### src/rtl/taylor_pkg.sv
// Shared definitions for the exp(x) Taylor-term generator.
//   - IEEE-754 single-precision field widths and bias
//   - ONE_F   : 1.0 encoding, initial value of the power register
//   - RF_ROM  : 1/k! for k = 0..7, single precision
//   - state_e : generator sequencing states
package taylor_pkg;

  localparam int unsigned EXP_W = 8;
  localparam int unsigned MAN_W = 23;
  localparam int unsigned BIAS  = 127;

  localparam logic [31:0] ONE_F = 32'h3F80_0000;

  localparam logic [31:0] RF_ROM [0:7] = '{
    32'h3F80_0000,  // 1/0!
    32'h3F80_0000,  // 1/1!
    32'h3F00_0000,  // 1/2!
    32'h3E2A_AAAB,  // 1/3!
    32'h3D2A_AAAB,  // 1/4!
    32'h3C08_8889,  // 1/5!
    32'h3AB6_0B61,  // 1/6!
    32'h3950_0D01   // 1/7!
  };

  typedef enum logic [2:0] {
    IDLE,
    TERM,
    OUT,
    POW,
    DONE
  } state_e;

endpackage

### src/rtl/fp_mul32.sv
// Combinational single-precision multiplier.
//   a, b : IEEE-754 operands
//   y    : a*b, truncated, flush-to-zero on zero/denormal inputs or
//          underflow, signed infinity on overflow or inf/NaN inputs.
module fp_mul32
  import taylor_pkg::*;
(
  input  logic [31:0] a,
  input  logic [31:0] b,
  output logic [31:0] y
);

  logic             s;
  logic [EXP_W-1:0] ea;
  logic [EXP_W-1:0] eb;
  logic [MAN_W:0]   fa;
  logic [MAN_W:0]   fb;
  logic [47:0]      prod;
  logic             norm;
  logic [MAN_W-1:0] man;
  logic signed [9:0] exp_s;
  logic             unused_low;

  always_comb begin
    s     = a[31] ^ b[31];
    ea    = a[30:23];
    eb    = b[30:23];
    fa    = {1'b1, a[22:0]};
    fb    = {1'b1, b[22:0]};
    prod  = {24'b0, fa} * {24'b0, fb};
    // Product of two [1,2) significands lies in [1,4): one shift at most.
    norm  = prod[47];
    man   = norm ? prod[46:24] : prod[45:23];
    exp_s = $signed({2'b0, ea}) + $signed({2'b0, eb})
          - 10'sd127 + $signed({9'b0, norm});

    if (ea == '0 || eb == '0) begin
      y = {s, 31'b0};
    end else if (ea == '1 || eb == '1) begin
      y = {s, 8'hFF, 23'b0};
    end else if (exp_s <= 10'sd0) begin
      y = {s, 31'b0};
    end else if (exp_s >= 10'sd255) begin
      y = {s, 8'hFF, 23'b0};
    end else begin
      y = {s, exp_s[7:0], man};
    end
  end

  // Truncation discards the low product bits.
  assign unused_low = ^prod[22:0];

endmodule

### src/rtl/taylor_term_gen.sv
// Sequential generator of exp(x) Taylor terms x^k/k!, k = 0..N-1.
//   clk, rst_n    : clock, asynchronous active-low reset
//   start         : request, sampled in IDLE only
//   x, n_terms    : operand and requested term count (clamped to N_MAX)
//   busy          : run in progress (through DONE)
//   term_valid/term_ready/term_data/term_idx/term_last : term stream
//   done          : one-cycle completion pulse
// One shared multiplier: TERM computes p*rf[k], POW computes p*x.
module taylor_term_gen
  import taylor_pkg::*;
#(
  parameter int unsigned N_MAX = 8,
  parameter int unsigned IDX_W = 3
) (
  input  logic             clk,
  input  logic             rst_n,
  input  logic             start,
  input  logic [31:0]      x,
  input  logic [3:0]       n_terms,
  output logic             busy,
  output logic             term_valid,
  input  logic             term_ready,
  output logic [31:0]      term_data,
  output logic [IDX_W-1:0] term_idx,
  output logic             term_last,
  output logic             done
);

  localparam int unsigned CNT_W   = 4;
  localparam logic [CNT_W-1:0] N_MAX_C = CNT_W'(N_MAX);

  state_e             state_q, state_d;
  logic [31:0]        x_q, x_d;
  logic [CNT_W-1:0]   n_q, n_d;
  logic [IDX_W-1:0]   k_q, k_d;
  logic [31:0]        p_q, p_d;
  logic [31:0]        data_q, data_d;
  logic [IDX_W-1:0]   idx_q, idx_d;
  logic               last_q, last_d;
  logic               valid_q, valid_d;
  logic               busy_q, busy_d;
  logic               done_q, done_d;

  logic [31:0]        mul_b;
  logic [31:0]        mul_y;
  logic [CNT_W-1:0]   n_req;
  logic [CNT_W-1:0]   k_ext;

  assign mul_b = (state_q == POW) ? x_q : RF_ROM[k_q];
  assign n_req = (n_terms > N_MAX_C) ? N_MAX_C : n_terms;
  assign k_ext = CNT_W'(k_q);

  fp_mul32 u_mul (
    .a (p_q),
    .b (mul_b),
    .y (mul_y)
  );

  always_comb begin
    state_d = state_q;
    x_d     = x_q;
    n_d     = n_q;
    k_d     = k_q;
    p_d     = p_q;
    data_d  = data_q;
    idx_d   = idx_q;
    last_d  = last_q;
    valid_d = valid_q;
    busy_d  = busy_q;
    done_d  = 1'b0;

    unique case (state_q)
      IDLE: begin
        if (start) begin
          x_d    = x;
          n_d    = n_req;
          k_d    = '0;
          p_d    = ONE_F;
          busy_d = 1'b1;
          if (n_req == '0) begin
            state_d = DONE;
            done_d  = 1'b1;
          end else begin
            state_d = TERM;
          end
        end
      end
      TERM: begin
        data_d  = mul_y;
        idx_d   = k_q;
        last_d  = (k_ext == n_q - CNT_W'(1));
        valid_d = 1'b1;
        state_d = OUT;
      end
      OUT: begin
        if (term_ready) begin
          valid_d = 1'b0;
          if (last_q) begin
            state_d = DONE;
            done_d  = 1'b1;
          end else begin
            state_d = POW;
          end
        end
      end
      POW: begin
        p_d     = mul_y;
        k_d     = k_q + IDX_W'(1);
        state_d = TERM;
      end
      DONE: begin
        busy_d  = 1'b0;
        state_d = IDLE;
      end
      default: begin
        state_d = IDLE;
      end
    endcase
  end

  always_ff @(posedge clk or negedge rst_n) begin
    if (!rst_n) begin
      state_q <= IDLE;
      x_q     <= '0;
      n_q     <= '0;
      k_q     <= '0;
      p_q     <= ONE_F;
      data_q  <= '0;
      idx_q   <= '0;
      last_q  <= 1'b0;
      valid_q <= 1'b0;
      busy_q  <= 1'b0;
      done_q  <= 1'b0;
    end else begin
      state_q <= state_d;
      x_q     <= x_d;
      n_q     <= n_d;
      k_q     <= k_d;
      p_q     <= p_d;
      data_q  <= data_d;
      idx_q   <= idx_d;
      last_q  <= last_d;
      valid_q <= valid_d;
      busy_q  <= busy_d;
      done_q  <= done_d;
    end
  end

  assign busy       = busy_q;
  assign term_valid = valid_q;
  assign term_data  = data_q;
  assign term_idx   = idx_q;
  assign term_last  = last_q;
  assign done       = done_q;

endmodule

### config.mk
export PLATFORM = sky130hd
export DESIGN_NAME = taylor_term_gen
export DESIGN_NICKNAME = d
export VERILOG_FILES = /design/src/rtl/taylor_pkg.sv /design/src/rtl/fp_mul32.sv /design/src/rtl/taylor_term_gen.sv
export SDC_FILE = /design/constraint.sdc
export NUM_CORES = 2
export LEC_CHECK = 0
export ABC_AREA = 1
export BUFFER_PORTS_ARGS = -buffer_cell sky130_fd_sc_hd__buf_2
export CORE_UTILIZATION = 27
export DETAILED_ROUTE_END_ITERATION = 16
export SETUP_SLACK_MARGIN = 0.2
export SLEW_MARGIN = 10
export SYNTH_ARGS = -nofsm -noshare
export SYNTH_HDL_FRONTEND = slang
export SYNTH_SLANG_ARGS = --single-unit
### constraint.sdc
create_clock -name clk -period 12.22 [get_ports clk]
set_input_delay 1.833 -clock clk [delete_from_list [all_inputs] [get_ports clk]]
set_output_delay 1.833 -clock clk [all_outputs]
set_load 0.01 [all_outputs]
== Yosys cells after proc, flatten, opt, wreduce, memory -nomap -nowiden ==
Memory sizes are Yosys's and may differ from the RTL's.
Index checks and enable logic that the tools add are counted.
Word-level totals
  register bits: 113
  bits in read-only memories: 256
  bits of input ports: 40
  output and inout bits: 39
  word-level logic and storage cells: 74
  memories kept: 1
Operators by class
  add/sub/neg operators: 5
  multiply operators: 1
  order comparisons: 4
  eq/ne operators: 9
  muxes and demuxes: 27
  bitwise logic cells: 2
  reductions and logical operators: 14
Memory list
  (no name shown): depth 8, width 32, rd ports 1, clocked after memory_dff 0, wr ports 0, line taylor_term_gen.sv:49  | assign mul_b = (state_q == POW) ? x_q : RF_ROM[k_q];
Operators by type and width (count)
  $mux W32: 4
  $mux W31: 4
  $pmux W32 S2: 1
  $mul A24 B24 Y48: 1
  $mux W23: 1
  $eq A8 B8 Y1 const B: 2
  $logic_not A8 Y1: 2
  $mux W3: 5
  $pmux W3 S4: 1
  $add A10 B2 Y10: 1
  $ge A10 B9 Y1 const B: 1
  $le A10 B1 Y1 const B: 1
  $reduce_and A2 Y1: 5
  $sub A10 B8 Y10 const B: 1
  $add A8 B8 Y9: 1
  $eq A3 B2 Y1 const B: 2
  $mux W1: 6
  $pmux W1 S2: 3
  $pmux W3 S2: 1
  $reduce_bool A2 Y1: 3
  $eq A3 B4 Y1: 1
  $ge A4 B4 Y1 const B: 1
  $gt A4 B4 Y1 const B: 1
  $logic_not A4 Y1: 1
  other kinds (10): 12

== Longest topological paths before layout ==
  word-level depth: 14
  depth in mapped cells: 58
  mapped depth without buffers: 56

== By module ==
From an unflattened synthesis, not the netlist that was laid out.
Second synthesis, totals
  cell total of the unflattened synthesis: 3415
  area, all modules: 25459.4 µm²
Modules (own cells, without submodules)
  fp_mul32: instances 1, cells each 2833, area an instance 20651.1 µm², seq. area each 0.0 µm²
  taylor_term_gen: instances 1, cells each 582, area an instance 4808.4 µm², seq. area each 2836.5 µm²

== Worst setup path after synthesis ==
Ideal clock, no wire load.
  path type: flip-flop to flip-flop
  from: reg state_q[2]
  to: reg p_q[21]
  library setup time: 77 ps
  arrival: 8698 ps
  data required time: 12143 ps
  slack: 3445 ps
  stages on the path, launching flop included: 52
  path buffers: 5
  period minus slack after synthesis: 8775 ps
  path through: dfrtp_1 -> inv_2 -> nand3_2 -> buf_2 -> clkbuf_1 -> o21ai_1 -> inv_1 -> clkbuf_1 -> nand2_1 -> fa_1 -> inv_1 -> fa_1 -> inv_1 -> fa_1 -> inv_1 -> fa_1 -> fa_1 -> fa_1 -> [16 not listed] -> ha_1 -> inv_1 -> ha_1 -> inv_1 -> nor2_1 -> nand3_1 -> nor2_2 -> nand3_1 -> nand2_1 -> nor2_1 -> nand2_1 -> nand2_2 -> nand2_4 -> nand2_4 -> nor2_8 -> buf_6 -> nand3_2 -> o21ai_1
On the way
  word-level cells in the longest chain between the ends: 11
  elaborated cells on any way between the ends: 22
  classes of those cells: add/sub (3); mul (1); order compare (2); eq/ne (3); mux (7); reduce/logical (6)
RTL lines
  start, declared: line taylor_term_gen.sv:32  | state_e state_q, state_d;
  start signal, assigned: line taylor_term_gen.sv:135  | state_q <= state_d;
  branches (longest 11 deep; another with $mul A24 B24 Y48)
  end signal, assigned: line taylor_term_gen.sv:139  | p_q <= p_d;
  end, declared: line taylor_term_gen.sv:36  | logic [31:0] p_q, p_d;
Parallel ways; which one is timed is not known.
A chain may end at the register's enable or synchronous reset.

== Final worst setup path ==
  from: reg state_q[2]
  to: reg data_q[9] (netlist: term_data[9])
On the way
  word-level cells in the longest chain between the ends: 10
  elaborated cells on any way between the ends: 18
  classes of those cells: add/sub (3); mul (1); order compare (2); eq/ne (3); mux (6); reduce/logical (3)
RTL lines
  branches (longest 10 deep; another with $mul A24 B24 Y48)
  end signal, assigned: line taylor_term_gen.sv:140  | data_q <= data_d;
  end, declared: line taylor_term_gen.sv:37  | logic [31:0] data_q, data_d;
Parallel ways; which one is timed is not known.

==> run metrics <==
status=finished clean; reg2reg setup slack=1.50 ns; H-Tree Depth=4; Root Buffer=clkbuf_16; maximum clock rate=0.0933 GHz; I/O pin total=79; Ys Warns=0; leakage power=13.9 nW; port bufs=78; commonest non-fill, non-tap cell in the layout=nand2_1; share of cells above drive strength 1=approximately 6.4%; initial antenna violation count=0; first-pass GRT wire length=about 130000 um; Worst setup EP type=register; maximum VDD drop=171 uV; area of the multi-input gates=0.0186 sq mm; syn_nets=3895; CTS Buf Count=17; Starting Density=27.3%; Worst Setup EP=term_data[9]; Async S/R FF share, synth=100%; post-CTS setup repair buffer count=0; reg2reg end=term_data[9]; largest net degree at the start of global routing=78; P per Cell Area=approximately 230 mW/mm^2; Crit. Startpoint=state_q[2]; unrepaired setup endpoints after global routing=false; Hold Buf Count CTS=0; clock transition at the registers of the reported paths=0.07 ns; wire per inst=between 15 and 20 um; Final nets=3929; worst stage delay on the critical path=0.73 ns; row count=110; Final Slew Violations=0; Post-synth EDFFs=0; Max-slew headroom=between 20% and 30%; period utilization=87.7%; setup clock skew after layout=0.0179 ns; final hold vios=0; DR pass1 iterations=6; register area share after synthesis=a little under an eighth; Mapped Area=0.0247 sq mm; DR iter-0 viols=1596; Resize count post-CTS=0; post-synth cell types=48; Synth Register Bits=113; CTS Sinks=113; Worst R2R Start=state_q[2]; Fin Setup TNS=0 ns; post-synth top area cell=fa_1; GRT Overall Usage=~18%; CTS tree=done; Post-DRT Antenna Nets=0; setup violators final=0; startpoint types=register; worst reg-to-reg path cell count=52; Vias per Instance=4.66; Synth top area share=39.1%; synth top area cells=fa_1 (39%), nand2_1 (12%), inv_1 (11%); P&R area growth vs syn=9.51%; via count=around 20000; Die Span Y=about 300 um; Synth Area per Inst=7.75 sq um; commonest cells after routing, fill and taps aside=nand2_1 (805), inv_1 (723), fa_1 (482); Crit Path Class=reg2reg; Floorplan Core Area=roughly 0.090 sq mm; total power=roughly 6 mW; min Tclk post-route=10.72 ns; DRC violation count after routing=0; die outline width=304 um; Max-Cap Viols=0; fill count=~9800; WP data required=12.59 ns; Worst-Margin Slew=between 1 and 1.5 ns; vias in the first global route=21396; Synth Flop Type=dfrtp_1; deepest clock path buffer count=2; synthesized instance count=approximately 3200; clk_lat worst skew=0.43 ns; Worst EP arrival=11.08 ns; worst hold path type=reg2reg; Placer Congestion=1.01; global route total overflow=0; FF+latch area=around 0.0028 sq mm; slowest CP cell=inv_1; CP max FO=33; Routed Wire Length=80400 um; die area=0.0927 sq mm; DP Wirelength=65700 um
-- synth_stat cells (3+ instances only) --
library cell	count
nand4_1	18
buf_2	6
a21o_1	5
buf_4	3
o21a_1	4
nand3_1	74
nor3_1	12
nand2_2	8
inv_2	8
and3_1	6
fa_1	482
buf_1	8
dfrtp_1	106
nor2_1	372
o21ai_1	21
xnor2_1	9
or2_2	10
a21oi_1	71
nor4_1	7
o21bai_1	7
nor2_2	3
buf_6	4
clkbuf_1	84
a21boi_0	3
nand3_2	7
dfstp_2	7
xor2_1	10
o21ai_0	74
nand3b_1	9
inv_1	723
nand2_1	806
ha_1	186
clkinv_1	15
-- worst min path at each step --
stage	start	cells past startpoint	endpoint
2_1_floorplan	x_q[28]	2	x_q[28]
3_3_place_gp	x_q[3]	2	x_q[3]
3_5_place_dp	x_q[3]	2	x_q[3]
4_1_cts	x_q[3]	2	x_q[3]
5_1_grt	x_q[2]	2	x_q[2]
6_report	x_q[3]	2	x_q[3]
-- sequential cells by signal, indices dropped and copies added, names as in the netlist --
register and cells:
busy 1, done 1, k_q 3, n_q 4, p_q 32, state_q 3
term_data 32, term_idx 3, term_last 1, term_valid 1, x_q 32
-- worst max-delay path, delay by kind of cell (launching register included) --
family	cells	cell delay, ns
AO/OA/AOI/OAI	2	0.36
adder cells (fa/ha/maj)	10	4.42
buffers and inverters	13	1.54
flip-flops	1	0.42
AND/OR/NAND/NOR	27	3.89
-- through the flow --
step | setup slack (ns) | hold slack (ns) | utilization (%) | cells | cell area (sq um)
floorplan | 3.44 | 0.441 | - | 3187 | 24700
global placement | 1.71 | 0.461 | 29.3 | 4378 | 26400
detailed placement | 1.56 | 0.466 | 29.3 | 4378 | 26400
CTS | 1.53 | 0.483 | 29.9 | 4410 | 27000
global route | 0.597 | 0.499 | 29.9 | 4410 | 27000
finish | 1.50 | 0.481 | 29.9 | 4411 | 27000
-- layer usage --
metal  track usage [%]  wire length, um  vias to the layer above
met4              5.41             2600                        0
met3              2.12             4510                      105
li1                  -                -                     9382
met2              29.8            38600                      611
met5                 0                0                        -
met1              23.6            34800                    10472
-- logic make-up (layout without fill, tap and decap cells) --
logic type      count (synthesis)  count (layout)  synth area share [%]
flops                         113             113                  11.5
xor+xnor                       19              19                 0.674
compound gates                195             195                  4.29
buf+inv                       851             898                  13.1
simple gates                 1341            1341                  21.9
other cells                     0               1                     0
fa+ha+maj                     668             668                  48.5
-- final cells by class --
type                       count  share of cell area, %
antenna                        1                0.00926
clock buffer                  17                   1.57
clock inverter                15                  0.611
inverter                     746                   10.4
multi-input combinational   2223                   68.9
sequential                   113                   10.5
tap                         1176                   5.44
timing repair buffer         120                   2.62
-- power breakdown --
part	switching, mW	internal (mW)	leakage [nW]
Sequential	0.119	0.514	1.44
Combinational	3.46	1.54	12.1
Clock	0.216	0.291	0.287
Total	3.80	2.35	13.9
Power figures use the tool's default switching activity.
